### src/rtl/aes_gf_pkg.sv
// aes_gf_pkg: GF(2^8) constants, FSM encoding and AES affine helpers.
package aes_gf_pkg;
   localparam logic [8:0] AES_POLY  = 9'h11B;
   localparam logic [7:0] INV_EXP   = 8'hFE;
   localparam logic [7:0] AFF_C     = 8'h63;
   localparam logic [7:0] INV_AFF_C = 8'h05;
   typedef enum logic [1:0] {IDLE, LOAD, EXP, DONE} fsm_t;
   function automatic logic [7:0] rotl(input logic [7:0] s, input int n);
      return (s << n) | (s >> (8 - n));
   endfunction
   function automatic logic [7:0] inv_affine(input logic [7:0] s);
      return rotl(s, 1) ^ rotl(s, 3) ^ rotl(s, 6) ^ INV_AFF_C;
   endfunction
   function automatic logic [7:0] fwd_affine(input logic [7:0] s);
      return s ^ rotl(s, 1) ^ rotl(s, 2) ^ rotl(s, 3) ^ rotl(s, 4) ^ AFF_C;
   endfunction
endpackage

### src/rtl/gf256_mul.sv
// gf256_mul: combinational GF(2^8) multiply, carry-less product reduced mod 0x11B.
module gf256_mul
   import aes_gf_pkg::*;
(
   input  logic [7:0] a_i,
   input  logic [7:0] b_i,
   output logic [7:0] p_o
);
   logic [14:0] prod;
   always_comb begin
      prod = '0;
      for (int k = 0; k < 8; k++)
         if (b_i[k]) prod = prod ^ ({7'd0, a_i} << k);
      for (int k = 14; k >= 8; k--)
         if (prod[k]) prod = prod ^ ({6'd0, AES_POLY} << (k - 8));
      p_o = prod[7:0];
   end
endmodule

### src/rtl/inv_sub_bytes_seq.sv
// inv_sub_bytes_seq: byte-serial AES InvSubBytes via b^254 square-and-multiply.
// INV_SBOX_DUAL_EN adds a fwd port selecting forward SubBytes per state.
module inv_sub_bytes_seq
   import aes_gf_pkg::*;
#(
   parameter int N_BYTES = 16
) (
   input  logic                   clk,
   input  logic                   rst,
`ifdef INV_SBOX_DUAL_EN
   input  logic                   fwd,
`endif
   input  logic                   in_valid,
   output logic                   in_ready,
   input  logic [8*N_BYTES-1:0]   in_data,
   output logic                   out_valid,
   input  logic                   out_ready,
   output logic [8*N_BYTES-1:0]   out_data,
   output logic                   busy
);
   localparam int IW = $clog2(N_BYTES);
   fsm_t                 state_q, state_d;
   logic [IW-1:0]        byte_idx_q;
   logic [2:0]           bit_cnt_q;
   logic [7:0]           acc_q, acc_d, b_q, sq, sqm, byte_sel, b_load, res;
   logic [8*N_BYTES-1:0] work_q, out_q;
   logic                 fwd_q, last;
`ifdef INV_SBOX_DUAL_EN
   always_ff @(posedge clk)
      if (rst) fwd_q <= 1'b0;
      else if (state_q == IDLE && in_valid) fwd_q <= fwd;
`else
   assign fwd_q = 1'b0;
`endif
   gf256_mul u_sq  (.a_i(acc_q), .b_i(acc_q), .p_o(sq));
   gf256_mul u_mul (.a_i(sq),    .b_i(b_q),   .p_o(sqm));
   always_comb begin
      last     = byte_idx_q == IW'(N_BYTES - 1);
      acc_d    = INV_EXP[bit_cnt_q] ? sqm : sq;
      res      = fwd_q ? fwd_affine(acc_d) : acc_d;
      byte_sel = work_q[{byte_idx_q, 3'b000} +: 8];
      b_load   = fwd_q ? byte_sel : inv_affine(byte_sel);
   end
   always_ff @(posedge clk)
      if (rst) state_q <= IDLE;
      else state_q <= state_d;
   always_comb begin
      state_d = state_q;
      case (state_q)
         IDLE: state_d = in_valid ? LOAD : IDLE;
         LOAD: state_d = EXP;
         EXP:  state_d = bit_cnt_q != 3'd0 ? EXP : last ? DONE : LOAD;
         DONE: state_d = out_ready ? IDLE : DONE;
      endcase
   end
   always_comb begin
      in_ready  = state_q == IDLE;
      out_valid = state_q == DONE;
      busy      = state_q == LOAD || state_q == EXP;
      out_data  = out_q;
   end
   always_ff @(posedge clk)
      if (rst) begin
         byte_idx_q <= '0;
         bit_cnt_q  <= '0;
         acc_q      <= 8'h01;
         b_q        <= '0;
         work_q     <= '0;
         out_q      <= '0;
      end else
         case (state_q)
            IDLE: if (in_valid) begin
               work_q     <= in_data;
               byte_idx_q <= '0;
            end
            LOAD: begin
               b_q       <= b_load;
               acc_q     <= 8'h01;
               bit_cnt_q <= 3'd7;
            end
            EXP: begin
               acc_q     <= acc_d;
               bit_cnt_q <= bit_cnt_q - 3'd1;
               if (bit_cnt_q == 3'd0) begin
                  out_q[{byte_idx_q, 3'b000} +: 8] <= res;
                  if (!last) byte_idx_q <= byte_idx_q + 1'b1;
               end
            end
            default: ;
         endcase
endmodule
### config.mk
export PLATFORM = sky130hd
export DESIGN_NAME = inv_sub_bytes_seq
export DESIGN_NICKNAME = d
export VERILOG_FILES = /design/src/rtl/aes_gf_pkg.sv /design/src/rtl/gf256_mul.sv /design/src/rtl/inv_sub_bytes_seq.sv
export SDC_FILE = /design/constraint.sdc
export NUM_CORES = 1
export LEC_CHECK = 0
export BUFFER_PORTS_ARGS = -buffer_cell sky130_fd_sc_hd__buf_2
export CAP_MARGIN = 20
export CORE_UTILIZATION = 60
export DETAILED_ROUTE_END_ITERATION = 10
export GPL_TIMING_DRIVEN = 0
export PLACE_DENSITY = 0.85
export SYNTH_ARGS = -nofsm -noshare
export SYNTH_HDL_FRONTEND = slang
export SYNTH_HIERARCHICAL = 1
export SYNTH_SLANG_ARGS = --single-unit
### constraint.sdc
create_clock -name clk -period 13.5 [get_ports clk]
set_input_delay 1.35 -clock clk [delete_from_list [all_inputs] [get_ports clk]]
set_output_delay 1.35 -clock clk [all_outputs]
set_load 0.02 [all_outputs]
==> results.yml, run 1 <==
timing:
  maxSlewHeadroom: 0.437
  hold_slack_ps: 456
  finalSetupTns_ps: 0
  max_freq_mhz: 183
  finalHoldViolations: 0
  rsz0062_at_grt: "no"
  slew_viol_final: 0
  skew_ps: 16.9
  timing_worst_slew_pin_value_ps: 845
  setup_viol: 0
  fin_crit_sh: 0.404
  period_needed_ps: 5460
pwr:
  power_uw: 1910
  internal_power_uw: 1430
  p_seq_frac: 0.459
  netSwitchingPower_uw: 472
  pwr_density_cell_mw_per_mm2: 115
  vdd_drop_max_mv: 0.0886
  netSwitchingFraction: 0.248
  p_clk_frac: 0.441
  leakagePower_uw: 0.00735
  power_frac_comb: 0.100
floorplan:
  io_pins: 263
  num_rows: 55
  start_util: 0.613
  die_h_um: 154
  core_region_area_sq_mm: 0.0226
  die_area_sq_mm: 0.0237
  die_w_um: 154
routing:
  wl_met3_um: 3680
  top_layer: "met4"
  wire_per_inst_um: 18.6
  drc_errors: 0
  vias: 12886
  wl_met2_um: 19200
  ant_nets: 0
  drtIter0Drc: 1233
  routed_wl_um: 41400
  dr.pass1.iters: 5
  vias_per_cell: 5.78
  drt-met1-wl_um: 16300
setup_path:
  crit_fanout: 10
  crit_top_cell: "xnor2_2"
  setup.worst_path.end_class: "register"
  max_stage_delay_ps: 660
  crit_type: "reg -> reg"
  crit_chain: "buf_2, nand2_2, xnor2_2, xnor3_1, xnor2_2, xnor3_2, xnor2_1, buf_6, nand2_2, xor2_1, xnor3_1, xnor2_2, xnor3_2, xnor2_1, mux2i_1, clkbuf_1, nor2_1, mux2i_1, nor2_1"
  cp_top_family: "XOR/XNOR gates"
  worst-path-buf-inv: 3
  cpMaxStageDelayCell: "clkbuf_1"
  arrival_ps: 5890
  required_ps: 13930
  start_kind: "register"
yosys:
  synth_top_area_frac: 0.407
  synth_edf_count: 0
  synthDistinctLibCells: 55
  ys_ff_latch: 282
  async_flop_share: 0
  syn-cell-area_sq_mm: 0.0139
  synth_cells: 1629
  synthTopCellsByArea: "dfxtp_1 (41%), nand2_1 (10%), mux2i_1 (9.2%)"
  synth-main-ff-cell: "dfxtp_1"
  synth.largest_area_cell: "dfxtp_1"
  synth_fp_nets: 1772
  avgSynthCellArea_sq_um: 8.52
  synth-warning-count: 6
  seq_area_frac_synth: 0.407
finish:
  drive_gt1_frac: 0.209
  design_area_sq_mm: 0.0165
  area_delta_synth_final_pct: 19.2
  final_nets: 2063
clocking:
  clk_latency_ps: 560
  cts_sinks: 282
  cts.clk_slew.worst_paths_ps: 70
  cts-root-buf: "clkbuf_16"
  ctsHoldBuffers: 0
  clock_path_buffers: 3
  cts.htree.levels: 1
  cts_tree: "built"
  post_cts_resized: 0
  numCtsBuffers: 27
  cts_setup_buffers: 0
global_route:
  grt_max_degree: 16
  grt_antenna_before_repair: 2
  grt_overflow_total: 0
  grt_pass1_wl_um: 65100
  first_global_vias: 12310
  grt_use_total: 0.348
place:
  placedInstanceArea_sq_mm: 0.0155
  port_buffers: 262
  place.gp.congestion: 0.912
  dpl.hpwl_um: 29700
outcome:
  status: "finished clean"
job:
  cap_violations: 0
min_path:
  worstHoldPathType: "reg -> reg"
-- cells in the mapped netlist (14+ instances only) --
library cell,n
dfxtp_1,282
xor2_1,30
xnor2_1,111
a211oi_1,29
nand2_1,386
nor3_1,14
nor2_1,199
mux4_2,29
mux2i_1,127
buf_2,25
clkbuf_1,82
a21oi_1,151
nand3_1,15
nand2b_1,25
-- flip-flops by register name, summed over array words and instances (netlist names), named ones only --
| signal | flops |
|---|---|
| acc_q | 8 |
| b_q | 8 |
| bit_cnt_q | 3 |
| work_q | 128 |
| out_data | 128 |
| state_q | 2 |
| byte_idx_q | 4 |
-- tightest hold or removal path, delay by kind of cell, from the launching register on --
family | cells | cell delay (ps)
AO/OA/AOI/OAI | 1 | 50
AND/OR/NAND/NOR | 1 | 50
flip-flops | 1 | 310
-- power groups by stage --
stage | Clock, uW | Sequential (uW) | Combinational, uW
after CTS | 842 | 875 | 186
final | 841 | 876 | 190
after global routing | 877 | 878 | 206
after floorplan | 0 | 887 | 122
after detailed placement | 0 | 893 | 185
after global placement | 0 | 892 | 181
-- per-layer routing --
layer  up-vias  GRT usage
met1      6053      0.458
met5         -          0
li1       5967          -
met4         0      0.183
met3       151     0.0516
met2       715      0.557
-- final cells by class --
class / instances / area [sq um]
multi-input cells: 1211 / 7600
fillers: 1632 / 6090
flip-flops and latches: 282 / 5650
repair buffers: 262 / 1310
clock buffers: 32 / 724
plain buffers: 127 / 598
well taps: 285 / 357
clock inverters: 18 / 269
inverters: 9 / 33.8
diodes: 2 / 5.00
-- through the flow --
step | instances | setup slack (ps) | utilization
finish | 2228 | 8040 | 0.731
global route | 2228 | 7760 | 0.731
CTS | 2226 | 8080 | 0.731
detailed placement | 2176 | 8200 | 0.687
global placement | 2176 | 8340 | 0.687
floorplan | 1629 | 9180 | -
-- placed cells by master, fill, tap and decap left out, types with 27 or more instances in the layout --
master | netlist | final
xor2_1 | 30 | 30
nand2_1 | 386 | 386
a211oi_1 | 29 | 29
clkbuf_16 | 0 | 27
xnor2_1 | 111 | 111
mux4_2 | 29 | 29
dfxtp_1 | 282 | 282
clkbuf_1 | 82 | 84
nor2_1 | 199 | 199
a21oi_1 | 151 | 151
buf_2 | 25 | 287
mux2i_1 | 127 | 127
-- logic make-up (layout without fill, tap and decap cells) --
kind of cell,after synthesis,count (layout),synth area share
fa+ha+maj,11,11,0.00991
mux,168,168,0.153
simple gates,671,671,0.196
xor+xnor,151,151,0.104
other cells,0,2,0
buf+inv,136,448,0.0455
flops,282,282,0.407
compound gates,210,210,0.0853
-- path summary, 6_finish.rpt --
path              start            to  slack [ps]  cells past startpoint
max            acc_q[7]  out_data[25]        8040                     19
max reg2reg    acc_q[7]  out_data[25]        8040                     19
min          work_q[48]    work_q[48]         460                      2
min reg2reg  work_q[48]    work_q[48]         460                      2
Note: power is estimated with default switching activity, not from simulation.
==> run 2, diff against run 1 <==
Settings changed: CORE_UTILIZATION 60 to 56, PLACE_DENSITY 0.85 to 0.81.
Clock period 13.5 ns to 5.38 ns, I/O delays scaled along.
==> results.yml, run 2 (same netlist as run 1, synthesis figures left out) <==
timing:
  finalHoldViolations: 0
  finalSetupTns_ps: 0
  max_freq_mhz: 195
  skew_ps: 24.7
  timing_worst_slew_pin_value_ps: 877
  slew_viol_final: 0
  maxSlewHeadroom: 0.415
  period_needed_ps: 5130
  rsz0062_at_grt: "no"
  fin_crit_sh: 0.954
  setup_viol: 0
routing:
  routed_wl_um: 41400
  wl_met2_um: 19300
  vias_per_cell: 5.61
  wl_met3_um: 3150
  vias: 12734
  drc_errors: 0
  drt-met1-wl_um: 16900
  ant_nets: 0
  dr.pass1.iters: 5
  drtIter0Drc: 1137
  wire_per_inst_um: 18.3
  top_layer: "met4"
place:
  place.gp.congestion: 0.893
  dpl.hpwl_um: 30300
  port_buffers: 262
floorplan:
  io_pins: 263
  core_region_area_sq_mm: 0.0243
  die_h_um: 159
  num_rows: 57
  start_util: 0.571
  die_area_sq_mm: 0.0254
  die_w_um: 159
finish:
  drive_gt1_frac: 0.210
  final_nets: 2064
  post-route-util: 0.681
  area_delta_synth_final_pct: 19.3
  final_cell_mix: "nand2_1 (386), buf_2 (287), dfxtp_1 (281), nor2_1 (199), a21oi_1 (151)"
  layout_commonest_cell: "nand2_1"
setup_path:
  r2r-start: "acc_q[7]"
  setup.worst_path.end_class: "register"
  arrival_ps: 5560
  start_kind: "register"
  rr_worst_depth: 19
  crit_start: "acc_q[7]"
  crit_type: "reg -> reg"
  required_ps: 5800
  crit_fanout: 10
min_path:
  hold_depth: 3
  worstHoldPathType: "in -> reg"
  hp-start: "in_data[120]"
global_route:
  first_global_vias: 12386
  grt_pass1_wl_um: 65000
  grt_antenna_before_repair: 2
  grt_max_degree: 15
  grt_use_total: 0.320
  grt_overflow_total: 0
clocking:
  cts.htree.levels: 1
  clock_path_buffers: 3
  numCtsBuffers: 28
  ctsHoldBuffers: 0
  cts.clk_slew.worst_paths_ps: 60
  cts_setup_buffers: 0
  clk_latency_ps: 560
  cts_sinks: 282
  cts-root-buf: "clkbuf_16"
  cts_tree: "built"
pwr:
  leakagePower_uw: 0.00734
  vdd_drop_max_mv: 0.238
  pwr_density_cell_mw_per_mm2: 282
job:
  cap_violations: 0
outcome:
  status: "finished clean"
## run 2: power breakdown
group          internal, uW  leakage [uW]  switching [uW]
Clock                  1170      0.000461             822
Combinational           182       0.00459             298
Sequential             2160       0.00230            42.0
Total                  3510       0.00734            1160
## run 2: critical path, cell delays in order (launching register included)
cell	delay [ps]
dfxtp_1	450
buf_2	230
nand2_2	80
xnor2_2	140
xnor3_1	410
xnor2_2	190
xnor3_2	480
xnor2_1	230
clkbuf_1	340
nand2_1	110
xnor2_1	150
xnor2_1	140
xnor2_1	250
xnor2_1	150
xor2_1	180
mux2i_1	300
clkbuf_1	700
nor2_1	170
mux2i_1	200
nor2_1	70
## run 2: timing repair
item,4_1_cts,5_1_grt
resized for setup,0,15
endpoints found under the hold margin,0,0
endpoints found under the setup margin,0,112
## run 2: per-layer routing
metal / vias up / track usage
li1: 5967 / -
met1: 6027 / 0.413
met2: 607 / 0.531
met3: 133 / 0.0487
met4: 0 / 0.147
met5: - / 0
## run 2: layout make-up
| type | instances | area [sq um] |
|---|---|---|
| clock buffer | 46 | 848 |
| buffer | 127 | 606 |
| antenna | 2 | 5.00 |
| clock inverter | 6 | 91.3 |
| timing repair buffer | 262 | 1310 |
| sequential | 282 | 5650 |
| fill | 1927 | 7750 |
| multi-input combinational | 1211 | 7620 |
| tap | 324 | 405 |
| inverter | 9 | 33.8 |
## run 2: through the flow
| step | total power, uW | instance area, sq um | instances | hold slack (ps) | setup WS (ps) |
|---|---|---|---|---|---|
| after floorplan | 2530 | 13900 | 1629 | 432 | 1060 |
| final | 4670 | 16600 | 2269 | 227 | 247 |
| after CTS | 4660 | 16500 | 2267 | 218 | 12.7 |
| after global routing | 4800 | 16600 | 2269 | 230 | 13.6 |
| after detailed placement | 2710 | 15600 | 2215 | 442 | 18.3 |
| after global placement | 2690 | 15600 | 2215 | 440 | 190 |
## run 2: path summary, 6_finish.rpt
kind,endpoint,slack (ps)
setup / recovery,out_data[104],250
hold reg to reg,work_q[89],450
hold / removal,work_q[120],230
setup reg to reg,out_data[104],250
